### src/rtl/xosera_bus_ctrl.sv
// Write sequencer: queues 16-bit register writes and replays each one as two
// byte-wide xosera_main bus cycles with programmable setup/strobe/hold timing.
//
// state  | meaning
// IDLE   | bus released, waiting for a queued word
// SETUP  | reg/bytesel/data driven, strobe not yet asserted
// STROBE | cs_n and rd_nwr low, reg/bytesel/data stable
// HOLD   | strobe released, reg/bytesel/data still held
module xosera_bus_ctrl #(
   parameter int DEPTH      = 4,
   parameter int SETUP_CYC  = 1,
   parameter int STROBE_CYC = 2,
   parameter int HOLD_CYC   = 1
) (
   input  logic                   clk,
   input  logic                   reset,
   input  logic                   req_valid_i,
   output logic                   req_ready_o,
   input  logic [3:0]             req_reg_i,
   input  logic [15:0]            req_data_i,
   output logic                   bus_cs_n_o,
   output logic                   bus_rd_nwr_o,
   output logic [3:0]             bus_reg_num_o,
   output logic                   bus_bytesel_o,
   output logic [7:0]             bus_data_o,
   output logic                   busy_o,
   output logic [$clog2(DEPTH):0] level_o
);

   localparam int AW = $clog2(DEPTH);
   localparam logic [3:0]  SETUP_LD  = 4'(SETUP_CYC - 1);
   localparam logic [3:0]  STROBE_LD = 4'(STROBE_CYC - 1);
   localparam logic [3:0]  HOLD_LD   = 4'(HOLD_CYC - 1);
   localparam logic [AW:0] LVL_ONE   = (AW+1)'(1);
   localparam logic [AW:0] LVL_FULL  = (AW+1)'(DEPTH);

   typedef enum logic [1:0] {IDLE, SETUP, STROBE, HOLD} state_t;

   logic [19:0]   mem_q [DEPTH];
   logic [AW-1:0] wr_ptr_q, rd_ptr_q, rd_next;
   logic [AW:0]   level_q, level_d;
   state_t        state_q, state_d;
   logic          lo_q, lo_d;
   logic [3:0]    cnt_q, cnt_d;
   logic [7:0]    lo_byte_q, lo_byte_d;
   logic          cs_n_q, cs_n_d;
   logic          rd_nwr_q, rd_nwr_d;
   logic [3:0]    reg_num_q, reg_num_d;
   logic          bytesel_q, bytesel_d;
   logic [7:0]    data_q, data_d;
   logic          push, pop, full, empty;
   logic [19:0]   head;

   assign full    = (level_q == LVL_FULL);
   assign empty   = (level_q == '0);
   assign push    = req_valid_i && !full;
   assign rd_next = rd_ptr_q + AW'(1);
   // From IDLE the next word is at the read pointer; when chaining out of the
   // final HOLD the current word is still at the head, so take the one after it.
   assign head    = mem_q[(state_q == IDLE) ? rd_ptr_q : rd_next];

   always_ff @(posedge clk) begin
      if (push) begin
         mem_q[wr_ptr_q] <= {req_reg_i, req_data_i};
      end
   end

   always_comb begin
      level_d = level_q;
      if (push && !pop) begin
         level_d = level_q + LVL_ONE;
      end else if (!push && pop) begin
         level_d = level_q - LVL_ONE;
      end
   end

   always_comb begin
      state_d   = state_q;
      lo_d      = lo_q;
      cnt_d     = cnt_q;
      lo_byte_d = lo_byte_q;
      reg_num_d = reg_num_q;
      bytesel_d = bytesel_q;
      data_d    = data_q;
      pop       = 1'b0;
      unique case (state_q)
         IDLE: begin
            if (!empty) begin
               state_d   = SETUP;
               cnt_d     = SETUP_LD;
               lo_d      = 1'b0;
               reg_num_d = head[19:16];
               bytesel_d = 1'b0;
               data_d    = head[15:8];
               lo_byte_d = head[7:0];
            end
         end
         SETUP: begin
            if (cnt_q == 4'd0) begin
               state_d = STROBE;
               cnt_d   = STROBE_LD;
            end else begin
               cnt_d = cnt_q - 4'd1;
            end
         end
         STROBE: begin
            if (cnt_q == 4'd0) begin
               state_d = HOLD;
               cnt_d   = HOLD_LD;
            end else begin
               cnt_d = cnt_q - 4'd1;
            end
         end
         HOLD: begin
            if (cnt_q != 4'd0) begin
               cnt_d = cnt_q - 4'd1;
            end else if (!lo_q) begin
               state_d   = SETUP;
               cnt_d     = SETUP_LD;
               lo_d      = 1'b1;
               bytesel_d = 1'b1;
               data_d    = lo_byte_q;
            end else begin
               pop = 1'b1;
               if (level_q > LVL_ONE) begin
                  state_d   = SETUP;
                  cnt_d     = SETUP_LD;
                  lo_d      = 1'b0;
                  reg_num_d = head[19:16];
                  bytesel_d = 1'b0;
                  data_d    = head[15:8];
                  lo_byte_d = head[7:0];
               end else begin
                  state_d = IDLE;
               end
            end
         end
         default: state_d = IDLE;
      endcase
      cs_n_d   = (state_d != STROBE);
      rd_nwr_d = cs_n_d;
   end

   always_ff @(posedge clk or posedge reset) begin
      if (reset) begin
         wr_ptr_q  <= '0;
         rd_ptr_q  <= '0;
         level_q   <= '0;
         state_q   <= IDLE;
         lo_q      <= 1'b0;
         cnt_q     <= '0;
         lo_byte_q <= '0;
         cs_n_q    <= 1'b1;
         rd_nwr_q  <= 1'b1;
         reg_num_q <= '0;
         bytesel_q <= 1'b0;
         data_q    <= '0;
      end else begin
         if (push) begin
            wr_ptr_q <= wr_ptr_q + AW'(1);
         end
         if (pop) begin
            rd_ptr_q <= rd_next;
         end
         level_q   <= level_d;
         state_q   <= state_d;
         lo_q      <= lo_d;
         cnt_q     <= cnt_d;
         lo_byte_q <= lo_byte_d;
         cs_n_q    <= cs_n_d;
         rd_nwr_q  <= rd_nwr_d;
         reg_num_q <= reg_num_d;
         bytesel_q <= bytesel_d;
         data_q    <= data_d;
      end
   end

   assign req_ready_o   = !full;
   assign busy_o        = (state_q != IDLE) || !empty;
   assign level_o       = level_q;
   assign bus_cs_n_o    = cs_n_q;
   assign bus_rd_nwr_o  = rd_nwr_q;
   assign bus_reg_num_o = reg_num_q;
   assign bus_bytesel_o = bytesel_q;
   assign bus_data_o    = data_q;

endmodule

### config.mk
export PLATFORM = sky130hd
export DESIGN_NAME = xosera_bus_ctrl
export DESIGN_NICKNAME = d
export VERILOG_FILES = /design/src/rtl/xosera_bus_ctrl.sv
export SDC_FILE = /design/constraint.sdc
export NUM_CORES = 1
export LEC_CHECK = 0
export CORE_ASPECT_RATIO = 1.5
export CORE_UTILIZATION = 35
export CTS_BUF_LIST = sky130_fd_sc_hd__clkbuf_8
export DETAILED_ROUTE_END_ITERATION = 8
export PLACE_DENSITY = 0.5
export SETUP_SLACK_MARGIN = 0.5
export SYNTH_ARGS = -nofsm -noshare
export SYNTH_HDL_FRONTEND = slang
export SYNTH_SLANG_ARGS = --single-unit
### constraint.sdc
create_clock -name clk -period 3.15 [get_ports clk]
set_input_delay 0.4725 -clock clk [delete_from_list [all_inputs] [get_ports clk]]
set_output_delay 0.4725 -clock clk [all_outputs]
set_load 0.01 [all_outputs]
==> parameters.txt, run 1 <==
Parameter                              Value

Clock network
  Worst-Skew Late Latency    0.41 ns
  Number of buffers created by CTS    17
  CTS H-tree depth    4
  Clock tree root buffer cell    sky130_fd_sc_hd__clkbuf_8
  Number of buffers inserted to repair setup after CTS    0
  Count of hold-fix buffers inserted at cts    0
  CTS clock-pin slew for the worst setup and hold paths    0.07 ns
  Sink count of the clock tree    116
  Maximum root-to-sink buffer count    2
  CTS tree    built

Worst setup path
  Worst flop-to-flop path endpoint    bus_reg_num_o[2]$_DFFE_PP0P_
  Data required time of the critical path    2.68 ns
  Maximum fanout along the worst path    7
  Slack of the worst reg-to-reg path    0.79 ns
  Worst Reg-to-Reg Cells    5
  Kind of critical path    flip-flop to output port
  Launch point of the worst reg-to-reg path    state_q[0]$_DFF_PP0_
  CP endpoint kind    output port
  Data arrival time of the critical path    2.02 ns
  Launch point of the worst path    level_o[1]$_DFFE_PP0P_
  Category of the worst setup path launch point    flip-flop

Power and ir drop
  Sw Share    37.1%
  Flop pwr share    35.7%
  Internal power component    4.26 mW
  Peak supply drop    0.411 mV
  Logic pwr share    41.2%
  Share of total power in the clock network    23.1%
  Total Power    6.77 mW
  Pwr dens    1070 nW/um^2
  Net switching component of the power    2.51 mW
  LEAKAGE    2.42 nW

Timing
  Setup TNS Final    0 ns
  Fmax    401 MHz
  Worst Max-Slew Pin Slew    1.11 ns
  Skew final    0.00624 ns
  Min Tclk post-route    2.49 ns
  Worst slew margin relative to its limit    25.8%
  Tightest hold margin    0.480 ns
  Fraction of the cycle the final worst path needs    79.1%
  Setup repair after global routing missed its margin    false
  Final-report hold violation count    0
  Final setup vio count    0
  Max-slew violation count    0

Synth
  Ys flop type    sky130_fd_sc_hd__edfxtp_1
  Post-synth EDFFs    80
  Synth top area share    45.4%
  Sequential element share of the synthesized area    62.5%
  Net count of the mapped netlist    425
  Synth warnings    0
  Cell type with the largest total area after synthesis    sky130_fd_sc_hd__edfxtp_1
  Count of state elements after synthesis    116
  Dominant cells by area after synthesis    sky130_fd_sc_hd__edfxtp_1 45%, sky130_fd_sc_hd__dfrtp_1 17%, sky130_fd_sc_hd__mux2i_1 6.4%
  Cell variety after synth    52
  Leading cell type by number of instances after synthesis    sky130_fd_sc_hd__edfxtp_1
  Mapped Avg Cell Area    13.5 sq um
  Cell area after synthesis    5290 sq um
  Top post-synthesis cells by count    80 x sky130_fd_sc_hd__edfxtp_1, 35 x sky130_fd_sc_hd__dfrtp_1, 34 x sky130_fd_sc_hd__mux2i_1, 27 x sky130_fd_sc_hd__and3_1, 22 x sky130_fd_sc_hd__a211oi_1
  Gate Count Post-Synth    392
  Async SR Flop Fraction    31.0%

Global routing
  Grt ovf    0
  Number of global-route vias before repair    3538
  Overall routing resource usage    16.2%
  Global-route wire length before repair    18600 um
  Initial antenna violation count    0
  Pin count of the biggest net entering global routing    38

Detailed routing
  Violation count after the first detailed-route iteration    119
  DR pass1 iterations    5
  DRC violations left    0
  Total vias in the final route    3350
  Avg Vias per Cell    5.19
  Total routed wirelength    11700 um
  Mean routed wirelength per cell    18.2 um
  Final antenna-violating net count    0

Placed design
  Routability cong.    0.711
  Detailed placer's ending HPWL    7540 um
  Cell total after placement    613
  Area post-placement    5850 sq um
  # port buffers    42

Die
  Effective utilization at floorplan    36.1%
  DIE HEIGHT    153 um
  I/O pin count    43
  Die extent in x    102 um
  Die ar.    15600 sq um
  Area of the core region    14700 sq um
  Count of standard-cell rows    54

Cells and area
  Non-Filler Cell Area, Final    6320 sq um
  Share of post-route cells with drive strength above 1    11.6%
  Net count reported at finish    469
  Non-filler instance count after layout    645
  Post-synthesis to final-layout area growth    19.5%
  # diodes    0

Outcome
  Outcome    finished clean

Worst hold path
  Type of the worst min-delay path    input pin to asynchronous set/reset pin

Run
  Maximum capacitance violations    0
[worst max-delay path, stage by stage (launching register included)]
cell	delay [ns]
sky130_fd_sc_hd__dfrtp_1	0.49
sky130_fd_sc_hd__inv_1	0.10
sky130_fd_sc_hd__ha_1	0.24
sky130_fd_sc_hd__nor2b_2	0.18
sky130_fd_sc_hd__nand2_1	0.07
sky130_fd_sc_hd__clkdlybuf4s50_1	0.53
[what timing repair did]
action,in CTS,in global routing
hold endpoints to repair,0,0
endpoints found under the setup margin,0,4
resized for setup,0,2
[worst max path at each step]
stage	to	slack [ns]	cells past startpoint
finish	busy_o	0.66	5
global route	busy_o	0.51	5
CTS	req_ready_o	0.62	4
detailed placement	bus_reg_num_o[3]$_DFFE_PP0P_	0.66	6
global placement	bus_reg_num_o[3]$_DFFE_PP0P_	0.73	6
floorplan	mem_q[0][0]$_DFFE_PP_	1.26	4
[flip-flops by register name, summed over array words and instances, names as in the netlist]
| name | flops |
|---|---|
| bus_data_o | 8 |
| lo_q | 1 |
| state_q | 2 |
| bus_rd_nwr_o | 1 |
| rd_ptr_q | 2 |
| mem_q | 80 |
| level_o | 3 |
| wr_ptr_q | 2 |
| bus_reg_num_o | 4 |
| bus_bytesel_o | 1 |
| cnt_q | 4 |
| lo_byte_q | 8 |
[cell families after synthesis]
family,after synthesis,synth area share (%)
compound gates,94,13.5
mux,35,6.65
fa+ha+maj,10,2.37
xor+xnor,9,1.49
buf+inv,40,4.28
flops,116,62.5
simple gates,88,9.30
[routing by layer]
metal	track usage, %	routed length, um	share of wire [%]
met1	17.7	4730	40
met4	8.57	246	2.1
met2	28.5	6420	55
met3	3.58	335	2.9
met5	0	0	0
[area by class of cell]
cell class | count | area [sq um]
fill | 1408 | 8340
sequential | 116 | 3310
multi-input combinational | 236 | 1770
timing repair buffer | 52 | 495
clock buffer | 20 | 275
tap | 196 | 245
clock inverter | 12 | 184
inverter | 13 | 48.8
[placed cells by master, fill, tap and decap left out, types with 8 or more instances in the layout]
master and n:
sky130_fd_sc_hd__a211oi_1 22, sky130_fd_sc_hd__and3_1 27, sky130_fd_sc_hd__buf_4 10, sky130_fd_sc_hd__clkbuf_8 20
sky130_fd_sc_hd__clkdlybuf4s50_1 42, sky130_fd_sc_hd__dfrtp_1 34, sky130_fd_sc_hd__edfxtp_1 80, sky130_fd_sc_hd__ha_1 10
sky130_fd_sc_hd__inv_1 15, sky130_fd_sc_hd__mux2i_1 34, sky130_fd_sc_hd__nand2_1 18, sky130_fd_sc_hd__nor2_1 13
sky130_fd_sc_hd__nor3_1 11, sky130_fd_sc_hd__o211ai_1 11, sky130_fd_sc_hd__o21ai_0 8, sky130_fd_sc_hd__o22ai_1 17
sky130_fd_sc_hd__o31ai_1 20
[stage by stage]
stage | setup WS, ns | utilization (%)
final | 0.658 | 43.1
after global routing | 0.511 | 43.1
after CTS | 0.619 | 43.1
after detailed placement | 0.662 | 39.9
after global placement | 0.733 | 39.9
after floorplan | 1.26 | -
[power groups by stage]
stage                     registers, mW  logic [mW]  clock network (mW)
final                              2.42        2.79                1.56
after floorplan                    2.36        2.07                   0
after global routing               2.47        3.07                1.67
after CTS                          2.42        2.81                1.60
after global placement             2.44        2.75                   0
after detailed placement           2.45        2.79                   0
Note: power is estimated with default switching activity, not from simulation.
==> run 2: changes to the inputs <==
==> constraint.sdc (replaced) <==
create_clock -name clk -period 2.3 [get_ports clk]
set_input_delay 0.345 -clock clk [delete_from_list [all_inputs] [get_ports clk]]
set_output_delay 0.345 -clock clk [all_outputs]
set_load 0.01 [all_outputs]
==> run 2 against run 1 <==
Clock power is 32% higher. Clock skew is 0.0023 ns higher. Critical path depth stayed put. Register-to-register slack worse by 0.24 ns. Sequential share of layout area is 3.8 points lower. Wire length is 6.7% higher. Combinational power is 76% higher. Worst hold slack worse by 0.14 ns. Sequential cell count stayed put. Cell area is 7.9% higher. Worst setup slack worse by 0.11 ns. Sequential power is 37% higher. Highest routed layer unchanged. Critical path type unchanged.
==> parameters.txt, run 2 (synthesized netlist as in run 1, its figures left out) <==
Parameter                              Value

Clock network
  CTS H-tree depth    4
  Clock tree root buffer cell    sky130_fd_sc_hd__clkbuf_8
  Maximum root-to-sink buffer count    2
  CTS tree    built
  CTS clock-pin slew for the worst setup and hold paths    0.07 ns
  Sink count of the clock tree    116
  Number of buffers created by CTS    17
  Count of hold-fix buffers inserted at cts    0
  Worst-Skew Late Latency    0.42 ns

Worst setup path
  Family with the most delay on the worst path    flip-flops
  Data arrival time of the critical path    1.41 ns
  Number of cells on the critical path    5
  Worst flop-to-flop path endpoint    level_o[2]$_DFFE_PP0P_
  Maximum fanout along the worst path    3
  Critical-path top delay cell    sky130_fd_sc_hd__dfrtp_2
  Launch point of the worst reg-to-reg path    cnt_q[0]$_DFFE_PP0P_
  Category of the worst setup path launch point    flip-flop
  Data required time of the critical path    1.96 ns
  Worst Reg-to-Reg Cells    9
  CP endpoint kind    output port
  Kind of critical path    flip-flop to output port
  Number of buffers and inverters on the critical path    2
  Largest stage delay, worst path    0.42 ns
  CP Cell Sequence    inv_2 > ha_4 > nor2b_4 > nand2_1 > buf_2
  Slack of the worst reg-to-reg path    0.55 ns

Timing
  Worst Max-Slew Pin Slew    0.706 ns
  Skew final    0.00851 ns
  Final-report hold violation count    0
  Setup repair after global routing missed its margin    true
  Min Tclk post-route    1.75 ns
  Max-slew violation count    0
  Fraction of the cycle the final worst path needs    76.3%
  Final setup vio count    0
  Setup TNS Final    0 ns
  Worst slew margin relative to its limit    52.7%
  Fmax    570 MHz

Worst hold path
  Type of the worst min-delay path    input pin to asynchronous set/reset pin

Cells and area
  Reg with most FFs    mem_q
  Most used cells in the layout excluding fill and tap cells    80 x sky130_fd_sc_hd__edfxtp_1, 36 x sky130_fd_sc_hd__clkdlybuf4s50_1, 34 x sky130_fd_sc_hd__mux2i_1
  # diodes    0
  Commonest non-fill, non-tap cell in the layout    sky130_fd_sc_hd__edfxtp_1
  Total of fill cells in the finished design    1326
  Flip-flop count of the largest register, all copies and words added    80
  Net count reported at finish    497
  Share of post-route cells with drive strength above 1    26.4%
  Post-synthesis to final-layout area growth    28.9%
  Non-Filler Cell Area, Final    6820 sq um

Die
  DIE HEIGHT    153 um
  Die ar.    15600 sq um
  Count of standard-cell rows    54
  Effective utilization at floorplan    36.1%
  Area of the core region    14700 sq um
  I/O pin count    43
  Die extent in x    102 um

Detailed routing
  DRC violations left    0
  Final antenna-violating net count    0
  DR pass1 iterations    4
  Violation count after the first detailed-route iteration    138
  Mean routed wirelength per cell    18.6 um
  Total routed wirelength    12500 um
  Avg Vias per Cell    5.18
  Total vias in the final route    3485

Power and ir drop
  Peak supply drop    0.625 mV
  LEAKAGE    2.62 nW
  Pwr dens    1510 nW/um^2

Run
  Maximum capacitance violations    0

Placed design
  # port buffers    42
  Routability cong.    0.704
  Area post-placement    5950 sq um
  Detailed placer's ending HPWL    7380 um

Global routing
  Pin count of the biggest net entering global routing    37
  Grt ovf    0
  Global-route wire length before repair    19300 um
  Overall routing resource usage    16.8%
  Number of global-route vias before repair    3624
  Initial antenna violation count    0

Outcome
  Outcome    finished clean
run 2: routing by layer:
layer  up-vias  wire, um  track usage (%)
li1       1659         -                -
met1      1745      5200             19.1
met2        74      6810             29.5
met3         7       382             3.72
met4         0       126             7.01
met5         -         0                0
run 2: through the flow:
step	setup WS, ns	util, %	total power, mW	hold slack (ns)	cells
2_1_floorplan	0.514	-	6.08	0.444	392
3_3_place_gp	0.352	40.6	7.27	0.474	620
3_5_place_dp	0.297	40.6	7.35	0.474	620
4_1_cts	0.447	44.7	9.73	0.331	665
5_1_grt	0.440	46.5	10.9	0.374	673
6_report	0.546	46.5	10.3	0.339	673
run 2: timing repair:
action	4_1_cts	5_1_grt
setup endpoints to repair	73	26
setup buffers	13	4
gates cloned	0	4
resized for setup	28	46
pin swaps	5	11
run 2: worst max-delay path by stage:
stage | startpoint | endpoint | slack, ns
finish | level_o[1]$_DFFE_PP0P_ | busy_o | 0.55
global route | level_o[1]$_DFFE_PP0P_ | busy_o | 0.44
CTS | level_o[1]$_DFFE_PP0P_ | busy_o | 0.45
detailed placement | cnt_q[0]$_DFFE_PP0P_ | bus_reg_num_o[2]$_DFFE_PP0P_ | 0.30
global placement | state_q[1]$_DFF_PP0_ | bus_reg_num_o[1]$_DFFE_PP0P_ | 0.35
floorplan | level_o[1]$_DFFE_PP0P_ | level_o[2]$_DFFE_PP0P_ | 0.51
run 2: final cells by class:
class                      count  area (sq um)  share of cell area [%]
timing repair buffer          79           792                    11.6
sequential                   116          3310                    48.5
tap                          196           245                    3.60
clock inverter                15           206                    3.03
inverter                      13          48.8                   0.715
clock buffer                  17           234                    3.43
multi-input combinational    237          1980                    29.1
run 2: worst min-delay path, stage by stage:
cell and delay, ns:
sky130_fd_sc_hd__clkdlybuf4s50_1 0.39, sky130_fd_sc_hd__inv_1 0.05, sky130_fd_sc_hd__buf_4 0.42
run 2: report_power, final:
group,switching [mW],internal [mW],leakage [nW]
clock,0.871,1.19,0.218
combinational,2.64,2.29,1.24
sequential,0.418,2.89,1.16
total,3.93,6.37,2.62
